[src/rtl/eve_parent_streamer.sv]
// Merges two key-sorted parent genome streams into aligned gene pairs
// for the EvE_PE crossover engine (parent1/parent2/wr_en producer).
module eve_parent_streamer #(
  parameter int GENE_W     = 64,
  parameter int GAP_CYCLES = 1,
  parameter int CNT_W      = 16
) (
  input  logic              clk,
  input  logic              rst,
  input  logic              start,
  input  logic              a_valid,
  output logic              a_ready,
  input  logic              a_last,
  input  logic [GENE_W-1:0] a_data,
  input  logic              b_valid,
  output logic              b_ready,
  input  logic              b_last,
  input  logic [GENE_W-1:0] b_data,
  output logic [GENE_W-1:0] parent1,
  output logic [GENE_W-1:0] parent2,
  output logic              wr_en,
  output logic              busy,
  output logic              done,
  output logic [CNT_W-1:0]  matched_cnt,
  output logic [CNT_W-1:0]  disjoint_cnt,
  output logic              order_err
);

  localparam int KEY_W = 17;
  localparam int GAP_W = (GAP_CYCLES > 1) ? $clog2(GAP_CYCLES) : 1;

  typedef logic [KEY_W-1:0] key_t;

  typedef enum logic [1:0] {
    S_IDLE,
    S_LOAD,
    S_GAP,
    S_DONE
  } state_t;

  function automatic key_t key_of(input logic [GENE_W-1:0] g);
    key_of = {g[55], g[47:40], g[55] ? g[39:32] : 8'h00};
  endfunction

  state_t            state;
  state_t            state_nxt;
  logic [GENE_W-1:0] a_head;
  logic [GENE_W-1:0] b_head;
  logic              a_hv, a_fin, a_lst, a_pv;
  logic              b_hv, b_fin, b_lst, b_pv;
  key_t              a_pk, b_pk;
  key_t              ka, kb;
  logic [GAP_W-1:0]  gap_cnt;
  logic              gap_end;
  logic              emit, take_a, take_b, match;
  logic              a_hs, b_hs, a_oe, b_oe;
  logic              clr;

  assign ka = key_of(a_head);
  assign kb = key_of(b_head);

  assign a_ready = (state == S_LOAD || state == S_GAP) && !a_hv && !a_fin;
  assign b_ready = (state == S_LOAD || state == S_GAP) && !b_hv && !b_fin;
  assign a_hs    = a_valid && a_ready;
  assign b_hs    = b_valid && b_ready;

  // A freshly loaded key must exceed the last key consumed from its stream.
  assign a_oe = a_hs && a_pv && (key_of(a_data) <= a_pk);
  assign b_oe = b_hs && b_pv && (key_of(b_data) <= b_pk);

  assign clr     = (state == S_IDLE) && start;
  assign gap_end = (gap_cnt == GAP_W'(GAP_CYCLES - 1));
  assign busy    = (state == S_LOAD) || (state == S_GAP);
  assign done    = (state == S_DONE);

  always_comb begin
    state_nxt = state;
    emit      = 1'b0;
    take_a    = 1'b0;
    take_b    = 1'b0;
    match     = 1'b0;
    unique case (state)
      S_IDLE: if (start) state_nxt = S_LOAD;
      S_LOAD: begin
        if ((a_hv || a_fin) && (b_hv || b_fin)) begin
          if (a_fin && b_fin) begin
            state_nxt = S_DONE;
          end else begin
            emit = 1'b1;
            if (a_hv && b_hv && ka == kb) begin
              take_a = 1'b1;
              take_b = 1'b1;
              match  = 1'b1;
            end else if ((a_hv && b_hv && ka < kb) || b_fin) begin
              take_a = 1'b1;
            end else begin
              take_b = 1'b1;
            end
            state_nxt = (GAP_CYCLES == 0) ? S_LOAD : S_GAP;
          end
        end
      end
      S_GAP:  if (gap_end) state_nxt = S_LOAD;
      S_DONE: state_nxt = S_IDLE;
    endcase
  end

  always_ff @(posedge clk) begin
    if (rst) begin
      state   <= S_IDLE;
      gap_cnt <= '0;
    end else begin
      state <= state_nxt;
      if (state != S_GAP) gap_cnt <= '0;
      else if (!gap_end)  gap_cnt <= gap_cnt + 1'b1;
    end
  end

  always_ff @(posedge clk) begin
    if (rst) begin
      a_head <= '0;
      a_hv   <= 1'b0;
      a_fin  <= 1'b0;
      a_lst  <= 1'b0;
      a_pv   <= 1'b0;
      a_pk   <= '0;
    end else if (clr) begin
      a_hv  <= 1'b0;
      a_fin <= 1'b0;
      a_pv  <= 1'b0;
    end else begin
      if (a_hs) begin
        a_head <= a_data;
        a_hv   <= 1'b1;
        a_lst  <= a_last;
      end
      if (take_a) begin
        a_hv <= 1'b0;
        a_pv <= 1'b1;
        a_pk <= ka;
        if (a_lst) a_fin <= 1'b1;
      end
    end
  end

  always_ff @(posedge clk) begin
    if (rst) begin
      b_head <= '0;
      b_hv   <= 1'b0;
      b_fin  <= 1'b0;
      b_lst  <= 1'b0;
      b_pv   <= 1'b0;
      b_pk   <= '0;
    end else if (clr) begin
      b_hv  <= 1'b0;
      b_fin <= 1'b0;
      b_pv  <= 1'b0;
    end else begin
      if (b_hs) begin
        b_head <= b_data;
        b_hv   <= 1'b1;
        b_lst  <= b_last;
      end
      if (take_b) begin
        b_hv <= 1'b0;
        b_pv <= 1'b1;
        b_pk <= kb;
        if (b_lst) b_fin <= 1'b1;
      end
    end
  end

  always_ff @(posedge clk) begin
    if (rst) begin
      parent1      <= '0;
      parent2      <= '0;
      wr_en        <= 1'b0;
      matched_cnt  <= '0;
      disjoint_cnt <= '0;
      order_err    <= 1'b0;
    end else begin
      wr_en <= emit;
      if (clr) begin
        matched_cnt  <= '0;
        disjoint_cnt <= '0;
        order_err    <= 1'b0;
      end else begin
        if (a_oe || b_oe) order_err <= 1'b1;
        if (emit) begin
          parent1 <= take_a ? a_head : '0;
          parent2 <= take_b ? b_head : '0;
          if (match) matched_cnt  <= matched_cnt + 1'b1;
          else       disjoint_cnt <= disjoint_cnt + 1'b1;
        end
      end
    end
  end

endmodule

[config.mk]
export PLATFORM = sky130hd
export DESIGN_NAME = eve_parent_streamer
export DESIGN_NICKNAME = d
export VERILOG_FILES = /design/src/rtl/eve_parent_streamer.sv
export SDC_FILE = /design/constraint.sdc
export NUM_CORES = 1
export LEC_CHECK = 0
export CORE_AREA = 4 4 196 198
export CTS_CLUSTER_SIZE = 40
export DETAILED_ROUTE_END_ITERATION = 12
export DIE_AREA = 0 0 200 202
export PLACE_DENSITY = 0.64
export SYNTH_ARGS = -nofsm -noshare
export SYNTH_HDL_FRONTEND = slang
export SYNTH_SLANG_ARGS = --single-unit
[constraint.sdc]
create_clock -name clk -period 3.1 [get_ports clk]
set_clock_uncertainty 0.05 [all_clocks]
set_input_delay 0.775 -clock clk [delete_from_list [all_inputs] [get_ports clk]]
set_output_delay 0.775 -clock clk [all_outputs]
set_load 0.03 [all_outputs]
==> impl_metrics.ini <==
[worst_setup_path]
critPathMaxFanout = 5
worstSetupPathType = flip-flop to primary output
crit_required_ns = 2.27
cp.arrival_ns = 2.16
regToRegSetupSlack_ns = 0.26
r2r_start = b_head[55]$_SDFFE_PP0P_
crit_path_start = state[0]$_SDFFE_PP0P_
cp-start-kind = flip-flop
endpoint_kind = primary output

[placed_design]
dp.cells = 2122
gp_congestion = 0.854
port_buffers = 300
dpl.hpwl_mm = 25.5

[cts]
tritoncts = done
cts_buffers = 38
clk_latency_ns = 0.54
clk_pin_slew_worst_paths_ns = 0.05
cts_buffer_depth = 3
clock_tree.root_cell = clkbuf_16
h-tree-depth = 2
cts_sinks = 335

[finish]
multi_input_area_mm2 = 0.00569
fillers = 3442
mostFrequentLayoutCells = 334 x dfxtp_1, 309 x nand2_1, 297 x clkdlybuf4s50_1
final_common_cell = dfxtp_1
nNetsFinal = 1887
syn_to_final_growth_pct = 37.8
regArea_mm2 = 0.00671
stdcell_count = 2193
layout-drive-gt1-share_pct = 9.36

[sta]
post-route-min-period_ns = 2.98
hold_ws_ns = 0.403
period_share_pct = 96.3
relSlewSlack_pct = 49.4
final-hold-violation-count = 0
setup_viol = 0
tns_ns = 0
maxSlewViolCount = 0
tightest_slew_ns = 0.759
rsz0062_at_grt = false
max_freq_mhz = 335

[logic_synthesis]
yosys.area.top_type_share_pct = 51.5
syn_area_per_cell_um2 = 9.19
synth_seq_cells = 335
ys_seq_area_share_pct = 51.5
yosysWarnings = 0
synth_edf_count = 0
netlist_area_mm2 = 0.0130
async_flop_share_pct = 0
syn-instance-count = 1416
synth_area_leaders = dfxtp_1 52%, nand2_1 9.0%, a21oi_1 6.1%
yosys.area.top_type = dfxtp_1
ys_types = 59
synth_nets = 1609
ys.flop_type = dfxtp_1

[routing]
wl_mm = 37.9
viasPerCell = 5.00
antenna_left = 0
drtIter0Drc = 502
wl_per_cell_um = 17.3
first_pass_iters = 4
drc = 0
vias = 11000

[die]
initial_core_util_pct = 35.6
die_h_um = 202
row_count = 70
core_area_mm2 = 0.0365
die_area_mm2 = 0.0404
io_pins = 301
die_w_um = 200

[global_route]
globalRouteOverflowTotal = 0
grt_pass1_wl_mm = 59.4
antenna_found_initial = 8
grt_max_degree = 103
grt_use_total_pct = 18.1
grt_pass1_vias = 10800

[worst_hold_path]
holdCritStartpoint = b_head[61]$_SDFFE_PP0P_
min_path_type = flip-flop to flip-flop

[pwr]
leakage_nw = 6.47
p_comb_share_pct = 15.9
sequentialPowerShare_pct = 41.4
power.density_mw_per_mm2 = 649
pwr-share-clk_pct = 42.8
power.switching_mw = 3.18
peakVddDrop_mv = 0.391
p_int_mw = 8.46
switching_share_pct = 27.3

[run_status]
status = finished, final reports clean

[run]
maxCapViolCount = 0
## power by group through the flow
| stage | Combinational (mW) | Clock, mW | Sequential (mW) |
|---|---|---|---|
| final | 1.85 | 4.98 | 4.81 |
| after global routing | 2.06 | 5.28 | 4.85 |
| after CTS | 1.85 | 5.12 | 4.81 |
| after detailed placement | 1.86 | 0 | 4.91 |
| after global placement | 1.82 | 0 | 4.90 |
| after floorplan | 1.15 | 0 | 4.83 |
## final timing paths
check                           cells past startpoint                       end
worst max-delay path                                4                   b_ready
worst min-delay path                                2   b_head[61]$_SDFFE_PP0P_
worst max register to register                      9  parent2[56]$_SDFFE_PP0P_
worst min register to register                      2   b_head[61]$_SDFFE_PP0P_
## worst max-delay path, cell delays in order, from the launching register on
cell and delay (ns):
dfxtp_1 0.40, inv_1 0.09, ha_1 0.35, nor3b_1 0.30
dlygate4sd2_1 0.49
## metrics by stage
step	util, %	area (um^2)	setup WS [ns]	total power [mW]
finish	49.1	17900	0.115	11.6
global route	49.1	17900	0.00937	12.2
CTS	49.1	17900	0.0706	11.8
detailed placement	45.2	16500	0.160	6.77
global placement	45.2	16500	0.200	6.72
floorplan	-	13000	0.194	5.98
## cell usage after synthesis, types with 18 or more instances
| library cell | n |
|---|---|
| dfxtp_1 | 335 |
| nand2_1 | 311 |
| a21oi_1 | 159 |
| a22o_1 | 87 |
| clkbuf_1 | 65 |
| ha_1 | 58 |
| inv_1 | 58 |
| nor2_1 | 58 |
| a22o_2 | 47 |
| o21ai_0 | 27 |
| and2_1 | 26 |
| xnor2_1 | 18 |
## routing by layer
| metal | GRT usage, % | routed length [um] | share of wire (%) | vias up |
|---|---|---|---|---|
| met1 | 22.2 | 15800 | 42 | 5154 |
| met4 | 5.92 | 1100 | 2.9 | 6 |
| met5 | 0 | 40 | 0.11 | - |
| li1 | - | - | - | 5464 |
| met3 | 6.95 | 3200 | 8.4 | 61 |
| met2 | 29.3 | 17800 | 47 | 282 |
## flip-flops by register name, summed over array words and instances (netlist names), 2 cells and up
signal	cells
a_head	64
a_pk	17
b_head	64
b_pk	17
disjoint_cnt	16
matched_cnt	16
parent1	64
parent2	64
state	2
## layout make-up
class / instances / area share (%)
diodes: 5 / 0.0698
clock buffers: 51 / 6.38
clock inverters: 15 / 1.45
inverters: 58 / 1.21
multi-input cells: 932 / 31.7
flip-flops and latches: 335 / 37.4
well taps: 468 / 3.27
repair buffers: 329 / 18.5
## kinds of logic (layout without fill, tap and decap cells)
family | Yosys count | count (layout) | share of synthesized area [%]
XOR/XNOR | 26 | 26 | 1.75
AO/OA/AOI/OAI | 368 | 368 | 19.8
multiplexers | 2 | 2 | 0.154
other | 1 | 6 | 0.0288
AND/OR/NAND/NOR | 477 | 477 | 16.2
adder cells (fa/ha/maj) | 58 | 58 | 5.58
buffers and inverters | 149 | 453 | 5.01
flip-flops | 335 | 335 | 51.5
## what timing repair did
action | in CTS | in global routing
gates resized for setup | 2 | 2
setup endpoints to repair | 2 | 87
hold buffers | 0 | 0
cloned | 0 | 0
setup buffers | 0 | 0
endpoints found under the hold margin | 0 | 0
No activity file was read; power rests on OpenSTA's default activity.
